**config.mk**
```make
export PLATFORM = sky130hd
export DESIGN_NAME = fetch_unit
export DESIGN_NICKNAME = d
export VERILOG_FILES = /design/src/rtl/fetch_unit_pkg.sv /design/src/rtl/fetch_fifo.sv /design/src/rtl/fetch_unit.sv
export SDC_FILE = /design/constraint.sdc
export NUM_CORES = 1
export LEC_CHECK = 0
export BUFFER_PORTS_ARGS = -buffer_cell sky130_fd_sc_hd__buf_2
export CAP_MARGIN = 20
export CORE_MARGIN = 5
export CORE_UTILIZATION = 44
export CTS_CLUSTER_DIAMETER = 100
export DETAILED_ROUTE_END_ITERATION = 6
export PLACE_DENSITY = 0.65
export SKIP_LAST_GASP = 1
export SLEW_MARGIN = 20
export SYNTH_ARGS = -nofsm -noshare
export SYNTH_HDL_FRONTEND = slang
export SYNTH_SLANG_ARGS = --single-unit
```
**constraint.sdc**
```tcl
create_clock -name clk -period 7 [get_ports clk]
set_input_delay 0.35 -clock clk [delete_from_list [all_inputs] [get_ports clk]]
set_output_delay 0.35 -clock clk [all_outputs]
set_load 0.05 [all_outputs]
```
**src/rtl/fetch_unit_pkg.sv**
```systemverilog
// rtl/fetch_unit_pkg.sv - shared types and constants for the fetch stage
package fetch_unit_pkg;

   // Default first fetch address after reset
   localparam logic [31:0] FETCH_RESET_PC = 32'h0000_0000;

   // Default FIFO depth and in-flight request limit
   localparam int FETCH_DEPTH = 2;

   // Byte distance between consecutive RV32I instructions
   localparam logic [31:0] FETCH_STEP = 32'd4;

   // One buffered instruction together with the address it came from
   typedef struct packed {
      logic [31:0] pc;
      logic [31:0] instr;
   } fetch_pkt_t;

   // Clear the byte-offset bits so the result is a word address
   function automatic logic [31:0] word_align(input logic [31:0] addr);
      return {addr[31:2], 2'b00};
   endfunction

endpackage

```
**src/rtl/fetch_fifo.sv**
```systemverilog
// rtl/fetch_fifo.sv - synchronous FIFO of fetch packets with flush
module fetch_fifo
   import fetch_unit_pkg::*;
#(
   parameter int DEPTH = FETCH_DEPTH,
   localparam int AW = $clog2(DEPTH)
)
(
   input  logic        clk,
   input  logic        rst,
   input  logic        push,
   input  fetch_pkt_t  push_data,
   input  logic        pop,
   input  logic        flush,
   output logic [AW:0] count,
   output fetch_pkt_t  head,
   output logic        empty,
   output logic        full
);

   fetch_pkt_t    r_mem [DEPTH];
   logic [AW-1:0] r_wr_ptr;
   logic [AW-1:0] r_rd_ptr;
   logic [AW:0]   r_count;

   logic          w_do_push;
   logic          w_do_pop;

   assign empty = (r_count == '0);
   assign full  = (r_count == (AW+1)'(DEPTH));
   assign count = r_count;

   // Flush wins over everything; a push into a full FIFO is legal only
   // when the head leaves in the same cycle.
   assign w_do_pop  = pop && !empty && !flush;
   assign w_do_push = push && (!full || w_do_pop) && !flush;

   // Head is forced to zero while empty so outputs never show stale data
   assign head = empty ? '0 : r_mem[r_rd_ptr];

   // Storage write; contents need no reset because empty masks the head
   always_ff @(posedge clk) begin
      if (w_do_push) begin
         r_mem[r_wr_ptr] <= push_data;
      end
   end

   // Pointer and occupancy bookkeeping
   always_ff @(posedge clk or posedge rst) begin
      if (rst) begin
         r_wr_ptr <= '0;
         r_rd_ptr <= '0;
         r_count  <= '0;
      end else if (flush) begin
         r_wr_ptr <= '0;
         r_rd_ptr <= '0;
         r_count  <= '0;
      end else begin
         if (w_do_push) begin
            r_wr_ptr <= r_wr_ptr + 1'b1;
         end
         if (w_do_pop) begin
            r_rd_ptr <= r_rd_ptr + 1'b1;
         end
         case ({w_do_push, w_do_pop})
            2'b10:   r_count <= r_count + 1'b1;
            2'b01:   r_count <= r_count - 1'b1;
            default: r_count <= r_count;
         endcase
      end
   end

endmodule

```
**src/rtl/fetch_unit.sv**
```systemverilog
// rtl/fetch_unit.sv - RV32I fetch stage (optional FETCH_MISALIGN_CHK_EN)
module fetch_unit
   import fetch_unit_pkg::*;
#(
   parameter logic [31:0] RESET_PC = FETCH_RESET_PC,
   parameter int          DEPTH    = FETCH_DEPTH
)
(
   input  logic        clk,
   input  logic        reset,
   output logic        imem_req_valid,
   input  logic        imem_req_ready,
   output logic [31:0] imem_req_addr,
   input  logic        imem_resp_valid,
   input  logic [31:0] imem_resp_data,
   input  logic        redirect,
   input  logic [31:0] redirect_pc,
   output logic        instr_valid,
   input  logic        instr_ready,
   output logic [31:0] instr,
   output logic [31:0] instr_pc,
   output logic        misalign
);

   localparam int              AW     = $clog2(DEPTH);
   localparam logic [AW+1:0]   L_DEPTH = (AW+2)'(DEPTH);

   logic [31:0]   r_fetch_pc;
   logic [AW:0]   r_drop_cnt;

   logic          w_misalign;
   logic          w_req_fire;
   logic          w_pop;
   logic          w_push;
   logic          w_resp_drop;
   logic [AW+1:0] w_credit_used;

   logic [AW:0]   w_fifo_count;
   logic          w_fifo_empty;
   logic          w_fifo_full;
   fetch_pkt_t    w_head;
   fetch_pkt_t    w_resp_pkt;

   logic [AW:0]   w_outstanding;
   logic          w_pcq_empty;
   logic          w_pcq_full;
   fetch_pkt_t    w_pcq_head;
   fetch_pkt_t    w_pcq_push_data;

   assign w_pop      = instr_valid && instr_ready;
   assign w_req_fire = imem_req_valid && imem_req_ready;

   // Buffered plus in-flight words must fit in the FIFO. A slot popped
   // this cycle counts as free: the earliest response to a request issued
   // now lands next cycle, after the pop has taken effect. This keeps one
   // instruction per cycle flowing with DEPTH 2 and single-cycle memory.
   assign w_credit_used = {1'b0, w_fifo_count}
                        - {{(AW+1){1'b0}}, w_pop}
                        + {1'b0, w_outstanding};

   assign imem_req_valid = !reset && !redirect && !w_misalign
                           && (w_credit_used < L_DEPTH);
   assign imem_req_addr  = r_fetch_pc;

   // A response is stale if it belongs to a request issued before a
   // redirect, including one that arrives in the redirect cycle itself.
   assign w_resp_drop = (r_drop_cnt != '0) || redirect;
   assign w_push      = imem_resp_valid && !w_resp_drop;

   assign w_pcq_push_data = '{pc: r_fetch_pc, instr: 32'h0000_0000};
   assign w_resp_pkt      = '{pc: w_pcq_head.pc, instr: imem_resp_data};

   // PCs of accepted requests, popped in order as responses return; its
   // occupancy is the outstanding-request count. Never flushed, so stale
   // responses still consume their own PC entry.
   fetch_fifo #(.DEPTH(DEPTH)) u_pc_queue (
      .clk       (clk),
      .rst       (reset),
      .push      (w_req_fire),
      .push_data (w_pcq_push_data),
      .pop       (imem_resp_valid),
      .flush     (1'b0),
      .count     (w_outstanding),
      .head      (w_pcq_head),
      .empty     (w_pcq_empty),
      .full      (w_pcq_full)
   );

   // Instruction buffer toward decode; redirect empties it after any
   // same-cycle head handshake.
   fetch_fifo #(.DEPTH(DEPTH)) u_instr_fifo (
      .clk       (clk),
      .rst       (reset),
      .push      (w_push),
      .push_data (w_resp_pkt),
      .pop       (w_pop),
      .flush     (redirect),
      .count     (w_fifo_count),
      .head      (w_head),
      .empty     (w_fifo_empty),
      .full      (w_fifo_full)
   );

   assign instr_valid = !w_fifo_empty;
   assign instr       = w_head.instr;
   assign instr_pc    = w_head.pc;
   assign misalign    = w_misalign;

`ifdef FETCH_MISALIGN_CHK_EN
   logic r_misalign;

   assign w_misalign = r_misalign;

   // Latch whether the most recent redirect target was misaligned
   always_ff @(posedge clk or posedge reset) begin
      if (reset) begin
         r_misalign <= 1'b0;
      end else if (redirect) begin
         r_misalign <= (redirect_pc[1:0] != 2'b00);
      end
   end

   // Fetch PC: aligned redirect loads the target, misaligned keeps the
   // old value since issue is blocked until the next aligned redirect.
   always_ff @(posedge clk or posedge reset) begin
      if (reset) begin
         r_fetch_pc <= RESET_PC;
      end else if (redirect) begin
         if (redirect_pc[1:0] == 2'b00) begin
            r_fetch_pc <= redirect_pc;
         end
      end else if (w_req_fire) begin
         r_fetch_pc <= r_fetch_pc + FETCH_STEP;
      end
   end

   logic w_unused;
   assign w_unused = &{w_pcq_empty, w_pcq_full, w_pcq_head.instr, w_fifo_full};
`else
   assign w_misalign = 1'b0;

   // Fetch PC: redirect target is forced to a word boundary
   always_ff @(posedge clk or posedge reset) begin
      if (reset) begin
         r_fetch_pc <= RESET_PC;
      end else if (redirect) begin
         r_fetch_pc <= word_align(redirect_pc);
      end else if (w_req_fire) begin
         r_fetch_pc <= r_fetch_pc + FETCH_STEP;
      end
   end

   logic w_unused;
   assign w_unused = &{w_pcq_empty, w_pcq_full, w_pcq_head.instr, w_fifo_full,
                       redirect_pc[1:0]};
`endif

   // Count of in-flight responses to discard; recomputed on every redirect
   // from the live outstanding count less any response landing right now.
   always_ff @(posedge clk or posedge reset) begin
      if (reset) begin
         r_drop_cnt <= '0;
      end else if (redirect) begin
         r_drop_cnt <= w_outstanding - {{AW{1'b0}}, imem_resp_valid};
      end else if (imem_resp_valid && (r_drop_cnt != '0)) begin
         r_drop_cnt <= r_drop_cnt - 1'b1;
      end
   end

endmodule

```
==> results of run 1 <==
[state kept, by name, indices dropped and copies added (netlist names)]
| name | flops |
|---|---|
| u_pc_queue.count | 2 |
| u_pc_queue.r_wr_ptr | 1 |
| u_pc_queue.r_mem | 60 |
| u_instr_fifo.count | 2 |
| u_pc_queue.r_rd_ptr | 1 |
| u_instr_fifo.r_rd_ptr | 1 |
| imem_req_addr | 30 |
| r_drop_cnt | 2 |
| u_instr_fifo.r_mem | 126 |
| u_instr_fifo.r_wr_ptr | 1 |
[final cells by class]
class	instances	area (um^2)	area share, %
multi-input combinational	395	2650	23.4
clock inverter	10	120	1.06
inverter	10	37.5	0.332
tap	275	344	3.05
clock buffer	34	659	5.84
timing repair buffer	174	901	7.97
sequential	226	6590	58.3
[metrics by stage]
stage                     hold WS, ps  utilization [%]  area, um^2
after CTS                        11.2             53.6       11300
after floorplan                   449                -        9440
after global placement            500             49.8       10500
after global routing             14.9             53.6       11300
after detailed placement          509             49.8       10500
final                            36.1             53.6       11300
[worst paths after layout]
check                                           start  slack [ps]  cells after the start                  endpoint
worst max register to register  u_instr_fifo.count[0]        2500                     11   u_pc_queue.r_mem[1][19]
worst min register to register    u_pc_queue.r_wr_ptr         510                      1       u_pc_queue.r_wr_ptr
worst min-delay path                imem_resp_data[7]          40                      1  u_instr_fifo.r_mem[1][7]
max in group asynchronous                       reset        5650                      4     u_instr_fifo.r_rd_ptr
worst max-delay path            u_instr_fifo.count[0]        2500                     11   u_pc_queue.r_mem[1][19]
min in group asynchronous                       reset         530                      3          imem_req_addr[7]
[where the power goes]
part / switching [W] / internal [W] / total, W / leakage, nW
Combinational: 0.000613 / 0.000264 / 0.000877 / 1.80
Clock: 0.000472 / 0.000764 / 0.00124 / 0.379
Sequential: 0.0000863 / 0.00162 / 0.00171 / 2.17
[cell families after synthesis]
group           Yosys count  share of synthesized area, %
fa+ha+maj                 7                          1.01
mux                      96                          10.2
buf+inv                  48                          2.46
other cells               1                        0.0398
xor+xnor                 29                          2.69
flops                   226                          69.9
compound gates           51                          3.44
simple gates            207                          10.3
[critical path, stage by stage (launching register included)]
cell      delay [ps]
dfrtp_1          470
nor2_4           130
buf_4            560
nor2b_1          180
ha_1             300
nand2b_1         150
fa_1             380
xor2_1           260
and4_1           760
o31ai_2          270
nor2_2           290
buf_4            390
[per-layer routing]
metal  up-vias  share of wire, %
met5         -                 0
met4         0               1.6
met3        24               6.6
met2       191                45
met1      2670                47
li1       2762                 -
[cell usage after synthesis (5+ instances only)]
| library cell | number | area (um^2) |
|---|---|---|
| ha_1 | 6 | 75.1 |
| xnor2_1 | 14 | 123 |
| a21oi_1 | 6 | 30.0 |
| mux2i_1 | 94 | 941 |
| nand4_1 | 12 | 75.1 |
| clkbuf_1 | 13 | 48.8 |
| o21ai_0 | 16 | 80.1 |
| buf_4 | 6 | 45.0 |
| nand2_1 | 35 | 131 |
| nor2_1 | 115 | 432 |
| o21ai_1 | 10 | 50.1 |
| edfxtp_1 | 186 | 5590 |
| nor4_1 | 6 | 37.5 |
| buf_2 | 11 | 55.1 |
| and4_1 | 5 | 43.8 |
| xor2_1 | 15 | 131 |
| nand3_1 | 10 | 50.1 |
| buf_1 | 6 | 22.5 |
| dfrtp_1 | 40 | 1000 |
| and3_1 | 7 | 43.8 |
| inv_1 | 10 | 37.5 |
==> impl_metrics.toml, run 1 <==
[route]
vias_per_cell = 5.02
firstDrtPassIters = 4
wirelength_um = 18700
dr_total_vias = 5647
drc = 0
drt_iter0_drc = 338
avgRoutedWirePerCell_um = 16.6
detail-route-antenna-nets = 0

[global_route]
grt-ovfl-total = 0
grt_max_degree = 66
grt.total_usage_pct = 15.3
grt_first_pass_wirelength_um = 30300
grt_util_met1_pct = 22.3
gr-usage-met2_pct = 23.9
gr-usage-met3_pct = 2.77
antenna_found_initial = 0
grt.busiest_layer = "met2"
grt_pass1_vias = 5815

[timing]
worst_slack_ps = 2500
finalSetupViolCount = 0
rsz0062_at_grt = "false"
clock.fmax_mhz = 222
slew-limit-headroom_pct = 26.7
tightest_slew_ps = 1100
fin_skew_ps = 8.65
fin_crit_ps = 4500
fin_tns_setup_ps = 0
finalHoldViolations = 0
slew_viol_final = 0
period_share_pct = 64.3

[cts]
ctsHoldBuffers = 1
clkSinkCount = 226
path_clk_slew_ps = 60
tritoncts = "yes"
cts_buffers = 24
postCtsSetupBuffers = 0
clock-root-buffer = "clkbuf_16"
clock_latency_ps = 500
clock_path_buffers = 3
cts_resized = 0
htreeDepth = 1

[finish]
drive_above_1_share_pct = 26.1
stdcell_count = 1124
layout_common_cells = "edfxtp_1, buf_2, nor2_1"
antenna_cells = 0
final_nets = 908
synthToLayoutAreaGrowth_pct = 19.9
fill_cells = 1787
final_common_cell = "edfxtp_1"

[synthesis]
async_reset_ff_share_pct = 17.7
synthCells = 665
synth_ff_type = "edfxtp_1"
synth-seq-cells = 226
synth_edf_count = 186
synth.distinct_cells = 47
ys_seq_area_share_pct = 69.9
yosysWarningCount = 0
postSynthAreaPerCell_um2 = 14.2
syn_area_um2 = 9430

[floorplan]
dieHeight_um = 156
core_area_um2 = 21100
dieArea_um2 = 24400
die_w_um = 156
num_io_pins = 169
floorplan.initialDensity_pct = 44.7
num_rows = 53

[run]
maxCapViolCount = 0

[worst_setup_path]
startpoint_type = "flop"
worst_setup_path_end_kind = "flop"
worstPathRequired_ps = 7160
worstPathArrival_ps = 4660
crit_fanout = 65
crit_type = "flop to flop"

[power_and_ir_drop]
power_density_nw_per_um2 = 338
p_leak_nw = 4.35
ir_worst_vdd_v = 0.000163
p_total_w = 0.00382

[place]
portBuffers = 163
gp_congestion = 0.789
dp_cells = 1079
pre_cts_slack_ps = 2490
post-dp-hpwl_um = 12200

[outcome]
outcome = "complete, no violations"

[worst_hold_path]
hp-class = "input port to flop"
Note: power is estimated with default switching activity, not from simulation.
==> run 2: changes to the inputs <==
Settings changed: PLACE_DENSITY 0.65 to 0.68.
Clock period 7 ns to 4 ns, I/O delays scaled along.
==> run 2 against run 1 <==
  * Sequential power increased by 76%
  * Non-clock buffer count increased by 70
  * Combinational power increased by 80%
  * Critical endpoint is now imem_req_addr[8]
  * Largest power group unchanged
==> impl_metrics.toml, run 2 (synthesis gave the netlist of run 1 again) <==
[route]
firstDrtPassIters = 4
detail-route-antenna-nets = 0
avgRoutedWirePerCell_um = 15.8
drt_iter0_drc = 321
dr_total_vias = 5880
wirelength_um = 18900
vias_per_cell = 4.93
drc = 0

[global_route]
grt-ovfl-total = 0
grt.total_usage_pct = 15.4
antenna_found_initial = 0
grt_first_pass_wirelength_um = 30700
grt_pass1_vias = 5957
grt_max_degree = 65

[timing]
rsz0062_at_grt = "false"
tightest_slew_ps = 743
slew-limit-headroom_pct = 50.3
finalHoldViolations = 0
fin_skew_ps = 16.7
period_share_pct = 81.5
finalSetupViolCount = 0
fin_tns_setup_ps = 0
fin_crit_ps = 3260
clock.fmax_mhz = 307
slew_viol_final = 0
whs_ps = 69.0

[power_and_ir_drop]
p_leak_nw = 4.67
power_density_nw_per_um2 = 565
ir_worst_vdd_v = 0.000296

[worst_setup_path]
crit_fanout = 19
slowest_stage = "nor2_1"
crit_type = "flop to flop"
worstPathArrival_ps = 3680
startpoint_type = "flop"
critPathMaxStageDelay_ps = 590
path_cells = "nor2_4 > nor2b_1 > ha_1 > nand2b_1 > fa_1 > xor2_1 > and4_1 > buf_4 > nor2_1 > o21ai_0 > o211ai_1"
path_buf_inv = 1
reg2reg_slack_ps = 740
worst_setup_path_end_kind = "flop"
crit_family = "simple AND/OR/NAND/NOR gates"
worstPathRequired_ps = 4420

[cts]
htreeDepth = 1
clock_latency_ps = 510
clock-root-buffer = "clkbuf_16"
cts_resized = 0
clkSinkCount = 226
clock_path_buffers = 3
tritoncts = "yes"
cts_buffers = 24
postCtsSetupBuffers = 0
path_clk_slew_ps = 60

[finish]
synthToLayoutAreaGrowth_pct = 27.6
antenna_cells = 0
drive_above_1_share_pct = 25.3
final_common_cell = "edfxtp_1"
top_register = "u_instr_fifo.r_mem"
largest_reg_flops = 126
layout_common_cells = "edfxtp_1, buf_2, nor2_1"
final_nets = 978

[outcome]
outcome = "complete, no violations"

[floorplan]
core_area_um2 = 21100
die_w_um = 156
floorplan.initialDensity_pct = 44.7
dieArea_um2 = 24400
num_rows = 53
num_io_pins = 169
dieHeight_um = 156

[place]
portBuffers = 163
gp_congestion = 0.784
post-dp-hpwl_um = 12200

[worst_hold_path]
hp-class = "input port to flop"

[run]
maxCapViolCount = 0
==> run 2: area by class of cell <==
class / count / area (um^2)
tap: 275 / 344
timing repair buffer: 244 / 1600
clock inverter: 16 / 185
fill: 1679 / 9060
inverter: 10 / 37.5
multi-input combinational: 395 / 2660
sequential: 226 / 6590
clock buffer: 27 / 612
==> run 2: through the flow <==
step	cells	power, W	area [um^2]	setup WS [ps]	utilization (%)
after floorplan	669	0.00420	9450	59.9	-
after global placement	1086	0.00457	10600	811	50.1
after detailed placement	1086	0.00460	10600	729	50.1
after CTS	1192	0.00687	12000	699	56.9
after global routing	1193	0.00712	12000	496	57.0
final	1193	0.00680	12000	741	57.0
==> run 2: repair_timing <==
action	CTS	global route
endpoints found under the setup margin	0	0
hold endpoints to repair	107	0
hold buffers	63	0
==> run 2: path summary, 6_finish.rpt <==
check,start,end,cells past startpoint
max,u_instr_fifo.count[0],imem_req_addr[8],11
min,instr_ready,u_instr_fifo.count[0],3
max reg2reg,u_instr_fifo.count[0],imem_req_addr[8],11
min reg2reg,u_pc_queue.r_wr_ptr,u_pc_queue.r_wr_ptr,1
max in group asynchronous,reset,u_instr_fifo.r_rd_ptr,4
min in group asynchronous,reset,imem_req_addr[31],3
==> run 2: metal layers <==
metal | wire length, um | track usage [%]
met1 | 8530 | 21.5
met2 | 8730 | 25.1
met3 | 1390 | 3.29
met4 | 254 | 3.68
met5 | 0 | 0
==> run 2: worst reg2reg max path, cell delays in order (launching register included) <==
cell	delay [ps]
dfrtp_1	510
nor2_4	70
nor2b_1	220
ha_1	270
nand2b_1	150
fa_1	380
xor2_1	200
and4_1	230
buf_4	220
nor2_1	600
o21ai_0	210
o211ai_1	130
==> run 2: power breakdown <==
part	total (W)	switching (W)	leakage, nW	internal (W)
clock network	0.00221	0.000855	0.386	0.00135
logic	0.00158	0.00106	2.11	0.000515
registers	0.00301	0.000180	2.17	0.00283
